**src/rtl/connect4_move_ctrl.sv**
```systemverilog
// connect4_move_ctrl: owns the 4x4 board, applies gravity to column drops, alternates turns,
// and waits for the detector's verdict before accepting more moves. Undo support: CONNECT4_UNDO_EN.
module connect4_move_ctrl #(
    parameter logic FIRST_PLAYER = 1'b0,
    parameter int   STATUS_WAIT  = 2
) (
    input  logic        clk,
    input  logic        reset,
    input  logic        drop_req,
    input  logic [1:0]  column,
`ifdef CONNECT4_UNDO_EN
    input  logic        undo_req,
`endif
    input  logic [1:0]  game_status,
    output logic [15:0] game_board,
    output logic [15:0] player_cells,
    output logic        current_player,
    output logic        move_ack,
    output logic        move_reject,
    output logic        busy,
    output logic        game_over,
    output logic [4:0]  move_count
);

    localparam logic [2:0] WAIT_INIT = 3'(STATUS_WAIT);

    typedef enum logic [1:0] {S_IDLE, S_PLACE, S_SETTLE, S_OVER} state_t;

    state_t      r_state, w_state_nxt;
    logic [15:0] r_board, r_owner;
    logic        r_player;
    logic        r_move_ack, r_move_reject, r_busy, r_game_over;
    logic [4:0]  r_count;
    logic [1:0]  r_col;
    logic [2:0]  r_wait;
    logic [1:0]  w_row;
    logic [3:0]  w_cell;
    logic        w_start, w_reject, w_ack_go;
`ifdef CONNECT4_UNDO_EN
    logic [3:0]  r_hist_cell;
    logic        r_hist_vld;
    logic        w_undo;
`endif

    // Gravity: lowest empty row of the latched column.
    always_comb begin
        w_row = 2'd3;
        if (!r_board[{2'b10, r_col}]) w_row = 2'd2;
        if (!r_board[{2'b01, r_col}]) w_row = 2'd1;
        if (!r_board[{2'b00, r_col}]) w_row = 2'd0;
    end
    assign w_cell = {w_row, r_col};

    always_comb begin
        w_state_nxt = r_state;
        w_start     = 1'b0;
        w_reject    = 1'b0;
        w_ack_go    = 1'b0;
`ifdef CONNECT4_UNDO_EN
        w_undo      = 1'b0;
`endif
        case (r_state)
            S_IDLE: begin
                // The cycle carrying move_ack ignores new requests.
                if (!r_move_ack) begin
`ifdef CONNECT4_UNDO_EN
                    if (undo_req) begin
                        if (r_hist_vld) w_undo = 1'b1;
                        else            w_reject = 1'b1;
                    end else if (drop_req) begin
`else
                    if (drop_req) begin
`endif
                        if (r_board[{2'b11, column}]) begin
                            w_reject = 1'b1;
                        end else begin
                            w_start     = 1'b1;
                            w_state_nxt = S_PLACE;
                        end
                    end
                end
            end
            S_PLACE: w_state_nxt = S_SETTLE;
            S_SETTLE: begin
                if (r_wait == 3'd1) begin
                    if (game_status == 2'b00) begin
                        w_ack_go    = 1'b1;
                        w_state_nxt = S_IDLE;
                    end else begin
                        w_state_nxt = S_OVER;
                    end
                end
            end
            S_OVER: begin
`ifdef CONNECT4_UNDO_EN
                w_reject = drop_req | undo_req;
`else
                w_reject = drop_req;
`endif
            end
            default: w_state_nxt = S_IDLE;
        endcase
    end

    always_ff @(posedge clk or posedge reset) begin
        if (reset) begin
            r_state       <= S_IDLE;
            r_board       <= '0;
            r_owner       <= '0;
            r_player      <= FIRST_PLAYER;
            r_move_ack    <= 1'b0;
            r_move_reject <= 1'b0;
            r_busy        <= 1'b0;
            r_game_over   <= 1'b0;
            r_count       <= '0;
            r_col         <= '0;
            r_wait        <= '0;
`ifdef CONNECT4_UNDO_EN
            r_hist_cell   <= '0;
            r_hist_vld    <= 1'b0;
`endif
        end else begin
            r_state       <= w_state_nxt;
            r_move_reject <= w_reject;
            r_busy        <= (w_state_nxt == S_PLACE) || (w_state_nxt == S_SETTLE);
            r_game_over   <= (w_state_nxt == S_OVER);
`ifdef CONNECT4_UNDO_EN
            r_move_ack    <= w_ack_go | w_undo;
`else
            r_move_ack    <= w_ack_go;
`endif
            if (w_start) r_col <= column;
            if (r_state == S_PLACE) begin
                r_board[w_cell] <= 1'b1;
                r_owner[w_cell] <= r_player;
                r_count         <= r_count + 5'd1;
                r_wait          <= WAIT_INIT;
`ifdef CONNECT4_UNDO_EN
                r_hist_cell     <= w_cell;
                r_hist_vld      <= 1'b1;
`endif
            end
            if (r_state == S_SETTLE) r_wait <= r_wait - 3'd1;
            if (w_ack_go) r_player <= ~r_player;
`ifdef CONNECT4_UNDO_EN
            if (w_undo) begin
                r_board[r_hist_cell] <= 1'b0;
                r_owner[r_hist_cell] <= 1'b0;
                r_count              <= r_count - 5'd1;
                r_player             <= ~r_player;
                r_hist_vld           <= 1'b0;
            end
`endif
        end
    end

    assign game_board     = r_board;
    assign player_cells   = r_owner;
    assign current_player = r_player;
    assign move_ack       = r_move_ack;
    assign move_reject    = r_move_reject;
    assign busy           = r_busy;
    assign game_over      = r_game_over;
    assign move_count     = r_count;

endmodule

```
**config.mk**
```make
export PLATFORM = sky130hd
export DESIGN_NAME = connect4_move_ctrl
export DESIGN_NICKNAME = d
export VERILOG_FILES = /design/src/rtl/connect4_move_ctrl.sv
export SDC_FILE = /design/constraint.sdc
export NUM_CORES = 1
export LEC_CHECK = 0
export ABC_CLOCK_PERIOD_IN_PS = 6130
export CAP_MARGIN = 20
export CORE_MARGIN = 8
export CORE_UTILIZATION = 53
export CTS_BUF_LIST = sky130_fd_sc_hd__clkbuf_16
export DETAILED_ROUTE_END_ITERATION = 8
export HOLD_SLACK_MARGIN = 0.02
export PLACE_DENSITY_LB_ADDON = 0.2
export SETUP_SLACK_MARGIN = 0.5
export SLEW_MARGIN = 20
export SYNTH_ARGS = -nofsm -noshare
export SYNTH_HDL_FRONTEND = slang
export SYNTH_SLANG_ARGS = --single-unit
```
**constraint.sdc**
```tcl
create_clock -name clk -period 6.13 [get_ports clk]
set_clock_uncertainty 0.05 [all_clocks]
set_input_delay 1.226 -clock clk [delete_from_list [all_inputs] [get_ports clk]]
set_output_delay 1.226 -clock clk [all_outputs]
set_load 0.01 [all_outputs]
```
==> results.sh, run 1 <==
export IMPL_postRouteAntennaNets=0
export IMPL_synthArstFlopShare_pct=100
export IMPL_worstPathMaxFanout=3
export IMPL_ios=49
export IMPL_routedWlPerCell_microns=17.1
export IMPL_grt_overflow=0
export IMPL_die_width_microns=79.4
export IMPL_firstDrtPassIters=4
export IMPL_grt_pass1_vias=1588
export IMPL_vias_per_cell=5.38
export IMPL_clk_latency_ns=0.28
export IMPL_netlist_top_cells_area="dfrtp_1, mux2_2, ha_1"
export IMPL_area_delta_synth_final_pct=30.9
export IMPL_synth_commonest_cells="dfrtp_1, nor2_1, mux2_2"
export IMPL_synth_nets=179
export IMPL_numCtsBuffers=5
export IMPL_critical_path_class="input port to flip-flop"
export IMPL_finalCoreUtilization_pct=70.8
export IMPL_r2r_end="busy"
export IMPL_final_setup_worst_slack_ns=2.97
export IMPL_hold_path_endpoint="move_count[4]"
export IMPL_power_density_nw_per_um2=519
export IMPL_setup_viol=0
export IMPL_synth_top_area_share_pct=57.5
export IMPL_cts_sinks=49
export IMPL_htreeDepth=2
export IMPL_grtUsageTotal_pct=16.0
export IMPL_syn_area_sq_um=2130
export IMPL_synthCells=163
export IMPL_finalPower_mw=1.45
export IMPL_max_cap_viol_count=0
export IMPL_end_kind="flip-flop"
export IMPL_drive_above_1_share_pct=23.6
export IMPL_start_util_pct=54.1
export IMPL_r2r_slack_ns=3.76
export IMPL_worst_ep_required_time_ns=6.24
export IMPL_rr_startpoint="r_wait[1]"
export IMPL_synth_most_common_cell="dfrtp_1"
export IMPL_hp_class="flip-flop to flip-flop"
export IMPL_synth_ff_type="dfrtp_1"
export IMPL_hold_viol_final=0
export IMPL_ys_warn_count=0
export IMPL_status="finished, final reports clean"
export IMPL_fin_cells=266
export IMPL_ir_worst_vdd_v=0.000304
export IMPL_max_slew_worst_pin_slew_ns=0.829
export IMPL_portBuffers=48
export IMPL_finalWorstPathRequiredPeriod_ns=3.16
export IMPL_fmax_mhz=317
export IMPL_row_count=23
export IMPL_hp_start="move_count[4]"
export IMPL_hold_depth=1
export IMPL_dp_hpwl_mm=3.39
export IMPL_power_leakage_nw=1.27
export IMPL_cts_hold_buf=0
export IMPL_synth_edf_count=0
export IMPL_drtIter0Drc=60
export IMPL_synth_seq_cells=49
export IMPL_slew_violations=0
export IMPL_slew_headroom_pct=44.7
export IMPL_placed_cells=258
export IMPL_nNetsFinal=231
export IMPL_place_ws_ns=2.77
export IMPL_grt_antenna_before_repair=0
export IMPL_finalSetupTns_ns=0
export IMPL_cts_buffer_depth=2
export IMPL_synth_cell_types=31
export IMPL_dieArea_sq_um=6310
export IMPL_via_count=1432
export IMPL_die_h_microns=79.4
export IMPL_antenna_cells=0
export IMPL_grt_pass1_wl_mm=7.87
export IMPL_rsz0062_at_grt="no"
export IMPL_gp_congestion=0.794
export IMPL_cp_arrival_ns=3.26
export IMPL_worstRegToRegCells=7
export IMPL_tritoncts="done"
export IMPL_synth_area_leader_cell="dfrtp_1"
export IMPL_root_buffer="clkbuf_16"
export IMPL_drc=0
export IMPL_cts_repair_resize_count=0
export IMPL_clkTransAtPathRegs_ns=0.06
export IMPL_syn_avg_cell_area_sq_um=13.1
export IMPL_start_kind="input port"
export IMPL_cts_setup_buffers=0
export IMPL_routed_wl_mm=4.56
export IMPL_core_area_sq_um=3940
export IMPL_synth_seq_area_share_pct=57.5
export IMPL_finalCritPeriodShare_pct=51.5
export IMPL_grt_max_degree=50
metal layers:
layer  wire length, microns  global-route usage, %
met4                    112                   7.41
met2                   2420                   27.5
met5                      0                      0
met1                   1760                   17.0
met3                    268                   5.86
per-stage QoR:
stage	hold slack, ns	cell area (sq um)
final	0.425	2790
after global routing	0.452	2790
after CTS	0.426	2790
after detailed placement	0.414	2650
after global placement	0.410	2650
after floorplan	0.421	2130
worst max-delay path by stage:
stage	depth (start not counted)	end	startpoint	slack, ns
2_1_floorplan	5	busy	game_status[1]	3.31
3_3_place_gp	6	busy	game_status[1]	2.88
3_5_place_dp	6	busy	game_status[1]	2.77
4_1_cts	6	busy	game_status[1]	2.99
5_1_grt	6	busy	game_status[1]	2.92
6_report	6	busy	game_status[1]	2.97
cell usage in the layout (no fill, tap or decap), types with 3 or more instances in the layout:
cell type | synthesis | final
or2_2 | 16 | 16
a31oi_1 | 3 | 3
inv_1 | 8 | 7
mux4_2 | 4 | 4
nand2_1 | 3 | 3
dfrtp_1 | 49 | 49
nand3_1 | 3 | 3
o21ai_0 | 3 | 3
nor2_1 | 19 | 19
xnor2_1 | 3 | 3
clkdlybuf4s50_1 | 0 | 48
nand3b_1 | 3 | 3
clkbuf_16 | 0 | 5
mux2_2 | 18 | 18
ha_1 | 9 | 9
critical path, cell delays in order:
cell,delay (ns)
clkdlybuf4s50_1,0.40
or4b_2,0.68
a21oi_1,0.27
o21bai_1,0.14
a32o_1,0.24
ha_1,0.31
report_power, final:
part           internal, mW  switching, mW
clock network         0.147          0.107
registers             0.442          0.112
logic                 0.362          0.279
state kept, by name, summed over array words and instances (netlist names), named ones only:
register and cells:
game_board 16, move_ack 1, move_reject 1, move_count 5, game_over 1, r_col 2
r_state 1, busy 1, current_player 1, player_cells 16, r_wait 3
cell type report:
class,count,area [sq um]
Inverter,8,31.3
Fill cell,280,1150
Sequential cell,49,1230
Multi-Input combinational cell,103,855
Tap cell,50,62.6
Clock inverter,3,12.5
Timing Repair Buffer,48,480
Clock buffer,5,125
cells by family (layout without fill, tap and decap cells):
kind of cell / count (synthesis) / in the layout / share of synthesized area (%)
XOR/XNOR: 5 / 5 / 2.05
flip-flops: 49 / 49 / 57.5
buffers and inverters: 11 / 64 / 2.46
AO/OA/AOI/OAI: 12 / 12 / 3.70
AND/OR/NAND/NOR: 54 / 54 / 14.8
adder cells (fa/ha/maj): 9 / 9 / 5.28
multiplexers: 23 / 23 / 14.3
Power figures use the tool's default switching activity.
==> run 2, diff against run 1 <==
- ABC_CLOCK_PERIOD_IN_PS: 6130 -> 2800
- CORE_UTILIZATION: 53 -> 45
- clock period: 6.13 -> 2.8 ns (I/O delays scaled with it)
==> run 2 against run 1 <==
Setup slack worse by 2.3 ns. Highest routed layer unchanged. Hold slack worse by 0.0072 ns. Combinational power up 120%. Critical path type unchanged. Final area rose by 1.9%.
==> results.sh, run 2 (synthesis results as in run 1) <==
export IMPL_status="finished, final reports clean"
export IMPL_layout_commonest_cell="dfrtp_1"
export IMPL_end_kind="flip-flop"
export IMPL_grt_pass1_vias=1609
export IMPL_power_density_nw_per_um2=1120
export IMPL_final_cell_mix="dfrtp_1, clkdlybuf4s50_1, nor2_1"
export IMPL_grt_max_degree=19
export IMPL_cp_arrival_ns=2.29
export IMPL_cts_sinks=49
export IMPL_seq_power_share_pct=37.3
export IMPL_portBuffers=48
export IMPL_ir_worst_vdd_v=0.000537
export IMPL_critPathBufInv=1
export IMPL_cts_buffer_depth=2
export IMPL_slowest_stage="or4b_4"
export IMPL_grt_overflow=0
export IMPL_routedWlPerCell_microns=16.7
export IMPL_antenna_cells=0
export IMPL_cpPeakStageDelay_ns=0.54
export IMPL_path_cells="clkdlybuf4s50_1 > or4b_4 > a21oi_2 > o21bai_1 > a32o_2 > ha_1"
export IMPL_hold_depth=1
export IMPL_dieArea_sq_um=7200
export IMPL_clock_power_share_pct=17.6
export IMPL_crit_family="simple AND/OR/NAND/NOR gates"
export IMPL_die_h_microns=84.9
export IMPL_max_cap_viol_count=0
export IMPL_p_sw_mw=1.09
export IMPL_firstDrtPassIters=4
export IMPL_slew_headroom_pct=75.8
export IMPL_nNetsFinal=236
export IMPL_drc=0
export IMPL_hp_class="flip-flop to flip-flop"
export IMPL_cts_hold_buf=0
export IMPL_switching_share_pct=34.0
export IMPL_start_util_pct=45.8
export IMPL_core_area_sq_um=4660
export IMPL_grtUsageTotal_pct=13.7
export IMPL_power_internal_mw=2.11
export IMPL_area_delta_synth_final_pct=33.4
export IMPL_drtIter0Drc=69
export IMPL_root_buffer="clkbuf_16"
export IMPL_power_leakage_nw=1.31
export IMPL_grt_antenna_before_repair=0
export IMPL_worstRegToRegCells=7
export IMPL_setup_viol=0
export IMPL_rsz0062_at_grt="no"
export IMPL_finalSetupTns_ns=0
export IMPL_postRouteAntennaNets=0
export IMPL_combinationalPowerShare_pct=45.1
export IMPL_hold_slack_ns=0.418
export IMPL_worstPathMaxFanout=3
export IMPL_finalCritPeriodShare_pct=77.5
export IMPL_critical_path_class="input port to flip-flop"
export IMPL_ios=49
export IMPL_worst_ep_required_time_ns=2.92
export IMPL_via_count=1442
export IMPL_fmax_mhz=461
export IMPL_drive_above_1_share_pct=26.2
export IMPL_gp_congestion=0.811
export IMPL_htreeDepth=2
export IMPL_path_depth=6
export IMPL_numCtsBuffers=5
export IMPL_grt_pass1_wl_mm=7.71
export IMPL_clk_latency_ns=0.28
export IMPL_vias_per_cell=5.24
export IMPL_tritoncts="done"
export IMPL_start_kind="input port"
export IMPL_die_width_microns=84.9
export IMPL_finalPower_mw=3.19
export IMPL_max_slew_worst_pin_slew_ns=0.362
export IMPL_finalWorstPathRequiredPeriod_ns=2.17
export IMPL_row_count=25
export IMPL_hold_viol_final=0
export IMPL_dp_hpwl_mm=3.54
export IMPL_clkTransAtPathRegs_ns=0.06
export IMPL_slew_violations=0
export IMPL_routed_wl_mm=4.60
-- run 2: per-stage QoR --
step | setup WS [ns] | cells | util (%) | instance area (sq um)
detailed placement | 0.134 | 266 | 57.7 | 2690
global route | 0.583 | 275 | 61.0 | 2850
finish | 0.629 | 275 | 61.0 | 2850
global placement | 0.206 | 266 | 57.7 | 2690
CTS | 0.508 | 275 | 61.0 | 2840
floorplan | 0.650 | 163 | - | 2130
-- run 2: layer usage --
| layer | wire length, microns | global-route usage [%] |
|---|---|---|
| met4 | 68 | 5.50 |
| met2 | 2350 | 23.6 |
| met1 | 1890 | 14.7 |
| met5 | 0 | 0 |
| met3 | 280 | 5.60 |
-- run 2: final cells by class --
| class | instances | area [sq um] |
|---|---|---|
| Fill cell | 368 | 1820 |
| Sequential cell | 49 | 1230 |
| Multi-Input combinational cell | 103 | 863 |
| Timing Repair Buffer | 53 | 520 |
| Clock buffer | 5 | 125 |
| Tap cell | 54 | 67.6 |
| Inverter | 8 | 30.0 |
| Clock inverter | 3 | 12.5 |
-- run 2: timing repair --
item | in CTS | in global routing
setup buffers | 1 | 0
setup endpoints to repair | 1 | 3
resized for setup | 2 | 2
pin swaps | 2 | 1
-- run 2: worst paths after layout --
path	from	end	slack, ns
hold reg to reg	move_count[4]	move_count[4]	0.42
max in group asynchronous	reset	player_cells[12]	1.63
setup / recovery	game_status[1]	busy	0.63
hold / removal	move_count[4]	move_count[4]	0.42
setup reg to reg	r_wait[1]	busy	0.75
min in group asynchronous	reset	game_board[0]	0.51
-- run 2: power by group through the flow --
| stage | combinational [mW] | clock [mW] | sequential [mW] |
|---|---|---|---|
| finish | 1.44 | 0.561 | 1.19 |
| global route | 1.57 | 0.604 | 1.24 |
| CTS | 1.46 | 0.579 | 1.20 |
| detailed placement | 1.44 | 0 | 1.21 |
| global placement | 1.40 | 0 | 1.19 |
| floorplan | 0.757 | 0 | 1.25 |
